`config.mk`:
```
export PLATFORM = sky130hd
export DESIGN_NAME = uart_alu_interface_flat
export DESIGN_NICKNAME = d
export VERILOG_FILES = /design/src/rtl/uart_alu_interface_pkg.sv /design/src/rtl/uart_alu_interface_if.sv /design/src/rtl/uart_alu_interface_alu.sv /design/src/rtl/uart_alu_interface.sv /design/src/flat_wrapper.sv
export SDC_FILE = /design/constraint.sdc
export NUM_CORES = 1
export LEC_CHECK = 0
export BUFFER_PORTS_ARGS = -buffer_cell sky130_fd_sc_hd__buf_4
export CAP_MARGIN = 40
export CORE_ASPECT_RATIO = 0.75
export CORE_MARGIN = 1.5
export CORE_UTILIZATION = 40
export DETAILED_ROUTE_END_ITERATION = 12
export GPL_ROUTABILITY_DRIVEN = 0
export GPL_TIMING_DRIVEN = 0
export PLACE_DENSITY_LB_ADDON = 0.08
export RECOVER_POWER = 25
export SYNTH_ARGS = -nofsm -noshare
export SYNTH_HDL_FRONTEND = slang
export SYNTH_SLANG_ARGS = --single-unit
```
`constraint.sdc`:
```
create_clock -name i_clk -period 6.92 [get_ports i_clk]
set_input_delay 1.384 -clock i_clk [delete_from_list [all_inputs] [get_ports i_clk]]
set_output_delay 1.384 -clock i_clk [all_outputs]
set_load 0.03 [all_outputs]
```
`src/rtl/uart_alu_interface_pkg.sv`:
```
// Shared constants for the UART-ALU command path: opcode values,
// one-hot FSM encodings and the default opcode width.
package uart_alu_pkg;

    localparam int NB_OP_DEFAULT = 6;

    localparam logic [NB_OP_DEFAULT-1:0] OP_ADD = 6'h20;
    localparam logic [NB_OP_DEFAULT-1:0] OP_SUB = 6'h22;
    localparam logic [NB_OP_DEFAULT-1:0] OP_AND = 6'h24;
    localparam logic [NB_OP_DEFAULT-1:0] OP_OR  = 6'h25;
    localparam logic [NB_OP_DEFAULT-1:0] OP_XOR = 6'h26;
    localparam logic [NB_OP_DEFAULT-1:0] OP_NOR = 6'h27;
    localparam logic [NB_OP_DEFAULT-1:0] OP_SRA = 6'h03;
    localparam logic [NB_OP_DEFAULT-1:0] OP_SRL = 6'h02;

    typedef enum logic [4:0] {
        ST_WAIT_A  = 5'b00001,
        ST_WAIT_B  = 5'b00010,
        ST_WAIT_OP = 5'b00100,
        ST_SEND    = 5'b01000,
        ST_WAIT_TX = 5'b10000
    } state_t;

endpackage

```
`src/rtl/uart_alu_interface_if.sv`:
```
// RX/TX handshake bundle between the UART stages and the command FSM.
// master = UART side, slave = uart_alu_interface.
interface uart_alu_interface_if #(
    parameter int NB_DATA = 8
) ();
    logic               i_rx_done;
    logic [NB_DATA-1:0] i_rx_data;
    logic               i_tick;
    logic               i_tx_done;
    logic               o_tx_start;
    logic [NB_DATA-1:0] o_tx_data;
    logic               o_busy;
    logic               o_drop;
    logic               o_timeout;

    modport master (
        output i_rx_done, i_rx_data, i_tick, i_tx_done,
        input  o_tx_start, o_tx_data, o_busy, o_drop, o_timeout
    );

    modport slave (
        input  i_rx_done, i_rx_data, i_tick, i_tx_done,
        output o_tx_start, o_tx_data, o_busy, o_drop, o_timeout
    );
endinterface

```
`src/rtl/uart_alu_interface_alu.sv`:
```
// Combinational ALU: NB_DATA-wide wrap-around result, unknown opcodes give 0.
module alu
    import uart_alu_pkg::*;
#(
    parameter int NB_DATA = 8,
    parameter int NB_OP   = NB_OP_DEFAULT
) (
    input  logic [NB_DATA-1:0] i_a,
    input  logic [NB_DATA-1:0] i_b,
    input  logic [NB_OP-1:0]   i_op,
    output logic [NB_DATA-1:0] o_result
);

    always_comb begin
        o_result = '0;
        case (i_op)
            OP_ADD: o_result = i_a + i_b;
            OP_SUB: o_result = i_a - i_b;
            OP_AND: o_result = i_a & i_b;
            OP_OR:  o_result = i_a | i_b;
            OP_XOR: o_result = i_a ^ i_b;
            OP_NOR: o_result = ~(i_a | i_b);
            // Shifts by >= NB_DATA already saturate to sign fill / zero.
            OP_SRA: o_result = $signed(i_a) >>> i_b;
            OP_SRL: o_result = i_a >> i_b;
            default: o_result = '0;
        endcase
    end

endmodule

```
`src/rtl/uart_alu_interface.sv`:
```
// Assembles A, B, opcode from the UART RX byte stream and sends the ALU result to TX.
// Optional inter-byte timeout: define UART_ALU_INTERFACE_TIMEOUT_EN.
module uart_alu_interface
    import uart_alu_pkg::*;
#(
    parameter int          NB_DATA       = 8,
    parameter int          NB_OP         = NB_OP_DEFAULT,
    parameter logic [15:0] TIMEOUT_TICKS = 16'd4096
) (
    input logic                 i_clk,
    input logic                 i_reset,
    uart_alu_interface_if.slave bus
);

    state_t             state_q, state_d;
    logic [NB_DATA-1:0] a_q, b_q, result_q;
    logic [NB_OP-1:0]   op_q, alu_op;
    logic [NB_DATA-1:0] alu_result;
    logic               latch_a, latch_b, latch_op, clear_regs;
    logic               drop_d, drop_q;
    logic               timeout_d, timeout_q;
    logic               tmo_hit;

`ifdef UART_ALU_INTERFACE_TIMEOUT_EN
    logic [15:0] tick_cnt_q;
    logic        in_gap;

    assign in_gap  = (state_q == ST_WAIT_B) || (state_q == ST_WAIT_OP);
    assign tmo_hit = in_gap && bus.i_tick && (tick_cnt_q == TIMEOUT_TICKS - 16'd1);

    // Held at zero outside the gap states, so entering WAIT_B always starts from 0.
    always_ff @(posedge i_clk or posedge i_reset) begin
        if (i_reset) begin
            tick_cnt_q <= '0;
        end else if (!in_gap || bus.i_rx_done || tmo_hit) begin
            tick_cnt_q <= '0;
        end else if (bus.i_tick) begin
            tick_cnt_q <= tick_cnt_q + 16'd1;
        end
    end
`else
    logic unused_tick;
    assign unused_tick = ^{bus.i_tick, TIMEOUT_TICKS};
    assign tmo_hit     = 1'b0;
`endif

    // The result is registered on the same edge the opcode arrives, so the ALU sees the live byte then.
    assign alu_op = latch_op ? bus.i_rx_data[NB_OP-1:0] : op_q;

    alu #(
        .NB_DATA (NB_DATA),
        .NB_OP   (NB_OP)
    ) u_alu (
        .i_a      (a_q),
        .i_b      (b_q),
        .i_op     (alu_op),
        .o_result (alu_result)
    );

    always_ff @(posedge i_clk or posedge i_reset) begin
        if (i_reset) begin
            state_q <= ST_WAIT_A;
        end else begin
            state_q <= state_d;
        end
    end

    always_comb begin
        state_d    = state_q;
        latch_a    = 1'b0;
        latch_b    = 1'b0;
        latch_op   = 1'b0;
        clear_regs = 1'b0;
        drop_d     = 1'b0;
        timeout_d  = 1'b0;
        case (state_q)
            ST_WAIT_A: begin
                if (bus.i_rx_done) begin
                    latch_a = 1'b1;
                    state_d = ST_WAIT_B;
                end
            end
            ST_WAIT_B: begin
                if (bus.i_rx_done) begin
                    latch_b = 1'b1;
                    state_d = ST_WAIT_OP;
                end else if (tmo_hit) begin
                    timeout_d = 1'b1;
                    state_d   = ST_WAIT_A;
                end
            end
            ST_WAIT_OP: begin
                if (bus.i_rx_done) begin
                    latch_op = 1'b1;
                    state_d  = ST_SEND;
                end else if (tmo_hit) begin
                    timeout_d = 1'b1;
                    state_d   = ST_WAIT_A;
                end
            end
            ST_SEND: begin
                drop_d  = bus.i_rx_done;
                state_d = ST_WAIT_TX;
            end
            ST_WAIT_TX: begin
                drop_d = bus.i_rx_done;
                if (bus.i_tx_done) begin
                    state_d = ST_WAIT_A;
                end
            end
            default: begin
                clear_regs = 1'b1;
                state_d    = ST_WAIT_A;
            end
        endcase
    end

    always_ff @(posedge i_clk or posedge i_reset) begin
        if (i_reset) begin
            a_q       <= '0;
            b_q       <= '0;
            op_q      <= '0;
            result_q  <= '0;
            drop_q    <= 1'b0;
            timeout_q <= 1'b0;
        end else begin
            drop_q    <= drop_d;
            timeout_q <= timeout_d;
            if (clear_regs) begin
                a_q      <= '0;
                b_q      <= '0;
                op_q     <= '0;
                result_q <= '0;
            end else begin
                if (latch_a) begin
                    a_q <= bus.i_rx_data;
                end
                if (latch_b) begin
                    b_q <= bus.i_rx_data;
                end
                if (latch_op) begin
                    op_q     <= bus.i_rx_data[NB_OP-1:0];
                    result_q <= alu_result;
                end
            end
        end
    end

    assign bus.o_tx_start = (state_q == ST_SEND);
    assign bus.o_tx_data  = result_q;
    assign bus.o_busy     = (state_q == ST_SEND) || (state_q == ST_WAIT_TX);
    assign bus.o_drop     = drop_q;
    assign bus.o_timeout  = timeout_q;

endmodule

```
`src/flat_wrapper.sv`:
```
// flat-port wrapper written by rule: the top's interface ports become plain ports
module uart_alu_interface_flat import uart_alu_pkg::*;
#(
    parameter int          NB_DATA       = 8,
    parameter int          NB_OP         = NB_OP_DEFAULT,
    parameter logic [15:0] TIMEOUT_TICKS = 16'd4096
)
  (i_clk, i_reset, bus_i_rx_done, bus_i_rx_data, bus_i_tick, bus_i_tx_done, bus_o_tx_start, bus_o_tx_data, bus_o_busy, bus_o_drop, bus_o_timeout);
  uart_alu_interface_if #(.NB_DATA(NB_DATA)) bus_i ();
  input logic i_clk;
  input logic i_reset;
  input wire logic [$bits(bus_i.i_rx_done)-1:0] bus_i_rx_done;
  input wire logic [$bits(bus_i.i_rx_data)-1:0] bus_i_rx_data;
  input wire logic [$bits(bus_i.i_tick)-1:0] bus_i_tick;
  input wire logic [$bits(bus_i.i_tx_done)-1:0] bus_i_tx_done;
  output wire logic [$bits(bus_i.o_tx_start)-1:0] bus_o_tx_start;
  output wire logic [$bits(bus_i.o_tx_data)-1:0] bus_o_tx_data;
  output wire logic [$bits(bus_i.o_busy)-1:0] bus_o_busy;
  output wire logic [$bits(bus_i.o_drop)-1:0] bus_o_drop;
  output wire logic [$bits(bus_i.o_timeout)-1:0] bus_o_timeout;
  assign bus_i.i_rx_done = bus_i_rx_done;
  assign bus_i.i_rx_data = bus_i_rx_data;
  assign bus_i.i_tick = bus_i_tick;
  assign bus_i.i_tx_done = bus_i_tx_done;
  assign bus_o_tx_start = bus_i.o_tx_start;
  assign bus_o_tx_data = bus_i.o_tx_data;
  assign bus_o_busy = bus_i.o_busy;
  assign bus_o_drop = bus_i.o_drop;
  assign bus_o_timeout = bus_i.o_timeout;
  uart_alu_interface #(.NB_DATA(NB_DATA), .NB_OP(NB_OP), .TIMEOUT_TICKS(TIMEOUT_TICKS)) u_core (.i_clk(i_clk), .i_reset(i_reset), .bus(bus_i));
endmodule
```
==> flow_summary.ini, run 1 <==
[run_status]
status = complete, but fails checks
violations = DRC

[yosys]
synth_nets = 471
seq_area_frac_synth_pct = 25.3
synth_cell_types = 76
ys_seq_elements = 36
synth_cells = 433
ys.warnings.count = 0
netlist_area_um2 = 3560
synth-main-ff-cell = dfrtp_1
syn_avg_cell_area_um2 = 8.23
synth_edf_count = 0
async_flop_share_pct = 100

[sta]
finalCriticalPeriod_ns = 4.97
worst_slew_pin_slew_ns = 1.37
layout_setup_ws_ns = 1.95
rsz0062_at_grt = false
hold_viol = 0
fin_setup_tns_ns = 0
slew_viol_final = 0
relSlewSlack_pct = 8.40
skew_ns = 0.00399
finalSetupViolations = 0
maxClockFrequency_ghz = 0.201
fin_crit_sh_pct = 71.8

[cts]
cts_hold_buffers = 0
clk_latency_ns = 0.29
cts_resized = 0
cts.sinks = 36
clk_pin_slew_ns = 0.06
cts_inserted_buffers = 5
cts.path.max_buffers = 2
root_buffer = clkbuf_16
cts_tree = done
post_cts_buffers = 0
htree_levels = 2

[power_and_ir_drop]
power_frac_seq_pct = 21.9
power.switching_uw = 718
switching_share_pct = 48.4
comb_power_share_pct = 60.6
p_per_area_nw_per_um2 = 370
power_leakage_nw = 1.79
peakVddDrop_uv = 191
internal_power_uw = 766
p_clk_share_pct = 17.5

[critical_path]
cp.required_ns = 7.09
cp_num_buf_inv = 2
cp.arrival_ns = 5.14
crit_fanout = 10
crit_slowest_cell = nor4b_4
path_cells = clkbuf_1, nor4b_4, buf_2, nand4_1, o31ai_1, nand2_1, nand2_1, xnor2_1, ha_1, and2_1, a221oi_1, nand2_1, xnor2_1, o22ai_1, a211o_1
path_class = primary input to register
reg2reg_to = u_core.bus.o_tx_data[5]
rrSetupSlack_ns = 2.76
worst_setup_path_start_kind = primary input
max_stage_delay_ns = 0.39
critPathTopFamily = simple AND/OR/NAND/NOR gates
r2r_start = u_core.state_q[1]
reg2regPathDepth = 15
critPathCaptureType = register
cp_common_cell = nand2_1

[floorplan]
pin_count = 25
core_um2 = 8560
die-area_um2 = 9490
rows = 29
die_h_um = 84.8
start_util_pct = 41.6
fp.dieW_um = 112

[final_layout]
finalNetCount = 497
fin_area_um2 = 4010
multi_input_area_um2 = 2420
layout-drive-gt1-share_pct = 12.8
seqCellArea_um2 = 902
final_common_cell = nand2_1
final_cell_mix = nand2_1 (42), nor2_1 (41), dfrtp_1 (35)
syn_to_final_growth_pct = 12.5
nFillCells = 892
diodes = 0

[global_routing]
grt_pass1_wl_mm = 18.7
antenna_found_initial = 0
grt_use_met3_pct = 8.30
overflow = 0
grt_util_met1_pct = 38.3
grt-busiest-layer = met1
grt_pass1_vias = 3290
grt_max_degree = 37
gr-usage-all-layers_pct = 25.6
met2_usage_pct = 35.0

[flow_run]
drv_cap = 0

[place]
dp_hpwl_mm = 8.89
numPortBuffers = 18
dpl_worst_slack_ns = 1.90
placed_area_um2 = 3850

[routing]
vias = 3508
routedWlPerCell_um = 20.1
viasPerCell = 6.18
first_pass_iters = 8
drtIter0Drc = 372
ant_nets = 0
route.detailed.drc = 2
routed_wl_mm = 11.4

[worst_hold_path]
holdPathStages = 1
hold_end = u_core.bus.o_tx_data[2]
worst_hold_path_type = register to register
hp-start = u_core.bus.o_tx_data[2]
[cells in the mapped netlist, drive strengths merged, types with 3 or more instances]
cell | instances | area, um2
a211oi | 3 | 22.5
a21o | 4 | 30.0
a21oi | 30 | 150
a22o | 3 | 26.3
a22oi | 3 | 22.5
a31oi | 4 | 25.0
and2 | 3 | 18.8
buf | 15 | 82.6
clkbuf | 13 | 48.8
dfrtp | 35 | 876
ha | 24 | 300
inv | 29 | 109
mux2 | 5 | 56.3
mux2i | 21 | 210
mux4 | 4 | 90.1
nand2 | 43 | 164
nand2b | 5 | 31.3
nand3 | 12 | 60.1
nand4 | 10 | 68.8
nor2 | 41 | 154
nor2b | 8 | 50.1
nor3 | 8 | 40.0
nor3b | 4 | 30.0
nor4 | 5 | 37.5
o2111ai | 4 | 58.8
o211ai | 6 | 45.0
o21ai | 16 | 83.8
o221ai | 3 | 26.3
o22ai | 3 | 25.0
o311ai | 4 | 35.0
o31ai | 6 | 45.0
or4 | 5 | 37.5
xnor2 | 12 | 105
[cell families (layout without fill, tap and decap cells)]
family	after synthesis	after routing	share of synthesized area [%]
multiplexers	30	30	10.0
AND/OR/NAND/NOR	157	157	22.9
XOR/XNOR	14	14	3.44
AO/OA/AOI/OAI	113	113	22.6
flip-flops	36	36	25.3
adder cells (fa/ha/maj)	25	25	8.99
buffers and inverters	57	84	6.74
other	1	1	0.105
[cell type report]
cell class,count,area share (%)
plain buffers,28,3.25
clock buffers,6,3.21
clock inverters,2,0.874
inverters,29,2.72
multi-input cells,340,60.4
flip-flops and latches,36,22.5
well taps,108,3.37
repair buffers,19,3.65
[worst max-delay path by stage]
stage	startpoint	to	slack, ns	cells past startpoint
floorplan	bus_i_rx_done	u_core.bus.o_tx_data[5]	2.62	15
global placement	bus_i_rx_done	u_core.bus.o_tx_data[5]	1.91	15
detailed placement	bus_i_rx_done	u_core.bus.o_tx_data[5]	1.90	15
CTS	bus_i_rx_done	u_core.bus.o_tx_data[5]	2.18	15
global route	bus_i_rx_done	u_core.bus.o_tx_data[5]	1.68	15
finish	bus_i_rx_done	u_core.bus.o_tx_data[5]	1.95	15
[metal layers]
layer,routed length (um),part of all wire [%]
met3,1070,9.4
met5,0,0
met4,215,1.9
met1,5640,49
met2,4510,39
[flip-flops by register name (all words and copies together), names as in the netlist]
| register | cells |
|---|---|
| u_core.bus.o_tx_data | 8 |
| u_core.state_q | 5 |
| u_core.op_q | 6 |
| u_core.a_q | 8 |
| u_core.bus.o_drop | 1 |
| u_core.b_q | 8 |
[through the flow]
stage	hold WS (ns)	std cells	util [%]	total power, mW
after floorplan	0.522	433	-	0.968
after global placement	0.478	559	44.8	1.20
after detailed placement	0.497	560	44.9	1.21
after CTS	0.513	568	46.8	1.47
after global routing	0.524	568	46.8	1.60
final	0.506	568	46.8	1.48
[power groups by stage]
stage / registers [mW] / logic, mW / clock network (mW)
finish: 0.325 / 0.899 / 0.260
global route: 0.329 / 1.00 / 0.275
CTS: 0.321 / 0.887 / 0.265
detailed placement: 0.325 / 0.882 / 0
global placement: 0.324 / 0.877 / 0
floorplan: 0.287 / 0.681 / 0
(Power assumes the default switching activity.)
==> inputs of run 2 (changes only) <==
==> constraint.sdc (replaced) <==
create_clock -name i_clk -period 4.3 [get_ports i_clk]
set_input_delay 0.86 -clock i_clk [delete_from_list [all_inputs] [get_ports i_clk]]
set_output_delay 0.86 -clock i_clk [all_outputs]
set_load 0.03 [all_outputs]
==> flow_summary.ini, run 2 (synthesized netlist as in run 1, its figures left out) <==
[critical_path]
cp.required_ns = 4.47
crit_fanout = 10
path_class = primary input to register
cp.arrival_ns = 4.26
worst_setup_path_start_kind = primary input
critPathCaptureType = register

[floorplan]
die-area_um2 = 9490
start_util_pct = 41.6
rows = 29
pin_count = 25
fp.dieW_um = 112
core_um2 = 8560
die_h_um = 84.8

[run_status]
status = complete, but fails checks
violations = DRC

[routing]
ant_nets = 0
route.detailed.drc = 2
vias = 3539
drtIter0Drc = 352
viasPerCell = 6.23
routed_wl_mm = 11.5
routedWlPerCell_um = 20.2
first_pass_iters = 9

[power_and_ir_drop]
finalPower_mw = 2.38
switching_share_pct = 48.2
internal_power_mw = 1.23
peakVddDrop_uv = 307
power_frac_seq_pct = 22.0
p_per_area_nw_per_um2 = 593
power.switching_mw = 1.15
p_clk_share_pct = 17.5
power_leakage_nw = 1.79
comb_power_share_pct = 60.5

[global_routing]
grt_max_degree = 37
grt_util_met1_pct = 38.3
antenna_found_initial = 0
overflow = 0
grt_use_met3_pct = 8.30
gr-usage-all-layers_pct = 25.6
met2_usage_pct = 35.0
grt_pass1_wl_mm = 18.7
grt_pass1_vias = 3290
grt-busiest-layer = met1

[sta]
skew_ns = 0.00347
rsz0062_at_grt = false
fin_crit_sh_pct = 95.1
finalCriticalPeriod_ns = 4.09
worst_slew_pin_slew_ns = 1.39
maxClockFrequency_ghz = 0.245
whs_ns = 0.506
relSlewSlack_pct = 7.35
finalSetupViolations = 0
hold_viol = 0
slew_viol_final = 0

[cts]
cts.path.max_buffers = 2
cts_tree = done
cts.sinks = 36
root_buffer = clkbuf_16
htree_levels = 2
cts_inserted_buffers = 5
clk_pin_slew_ns = 0.06
clk_latency_ns = 0.29

[final_layout]
syn_to_final_growth_pct = 12.7
finalNetCount = 497
diodes = 0
layout-drive-gt1-share_pct = 13.5
final_cell_mix = nor2_1 (41), nand2_1 (41), dfrtp_1 (35)

[flow_run]
drv_cap = 0

[place]
dp_hpwl_mm = 8.89
numPortBuffers = 18

[worst_hold_path]
worst_hold_path_type = register to register
==> run 2: changes by cell type in the layout (fill, tap and decap cells not counted), sizes merged <==
cell	delta
buf	+2
clkbuf	-2
==> run 2: worst paths after layout <==
kind                                         start                      end  slack [ns]  depth (start not counted)
max                                  bus_i_rx_done  u_core.bus.o_tx_data[5]        0.21                         15
max in group asynchronous                  i_reset  u_core.bus.o_tx_data[7]        2.50                          2
min in group asynchronous                  i_reset            u_core.b_q[6]        0.98                          2
min                        u_core.bus.o_tx_data[2]  u_core.bus.o_tx_data[2]        0.51                          1
max reg2reg                      u_core.state_q[1]  u_core.bus.o_tx_data[5]        0.42                         15
min reg2reg                u_core.bus.o_tx_data[2]  u_core.bus.o_tx_data[2]        0.51                          1
==> run 2: per-stage QoR <==
stage / cell area, um2 / worst slack [ns] / util [%] / std cells / TNS [ns]
floorplan: 3560 / 0.523 / - / 433 / 0
global placement: 3830 / -0.190 / 44.8 / 559 / -0.338
detailed placement: 3850 / -0.196 / 44.9 / 560 / -0.394
CTS: 4010 / 0.0826 / 46.8 / 568 / 0
global route: 4020 / 0.0178 / 46.9 / 568 / 0
finish: 4020 / 0.211 / 46.9 / 568 / 0
==> run 2: critical path, cell delays in order <==
cell      delay [ns]
buf_2           0.19
nor4b_4         0.34
buf_2           0.28
nand4_1         0.28
o31ai_2         0.28
nand2_2         0.21
nand2_1         0.13
xnor2_1         0.14
ha_1            0.30
and2_1          0.17
a221oi_1        0.38
nand2_1         0.12
xnor2_1         0.23
o22ai_1         0.11
a211o_1         0.24
==> run 2: area by class of cell <==
type                            count  area (um2)
Inverter                           29         109
Sequential cell                    36         902
Tap cell                          108         135
Clock buffer                        6         129
Buffer                             28         131
Clock inverter                      2        35.0
Timing Repair Buffer               19         146
Fill cell                         892        4550
Multi-Input combinational cell    340        2430
==> run 2: routing by layer <==
layer	share of wire, %	vias up
met5	0	-
met1	49	1711
li1	-	1638
met4	1.8	0
met2	40	172
met3	10	18
==> run 2: repair_timing <==
item | CTS | global route
setup buffers | 0 | 0
setup endpoints to repair | 0 | 3
gates resized for setup | 0 | 2
hold endpoints to repair | 0 | 0
hold buffers | 0 | 0
==> run 2: power groups by stage <==
stage / Sequential, mW / Clock, mW / Combinational (mW)
6_report: 0.523 / 0.417 / 1.44
5_1_grt: 0.529 / 0.443 / 1.61
4_1_cts: 0.516 / 0.427 / 1.43
2_1_floorplan: 0.463 / 0 / 1.10
3_5_place_dp: 0.523 / 0 / 1.42
3_3_place_gp: 0.522 / 0 / 1.41
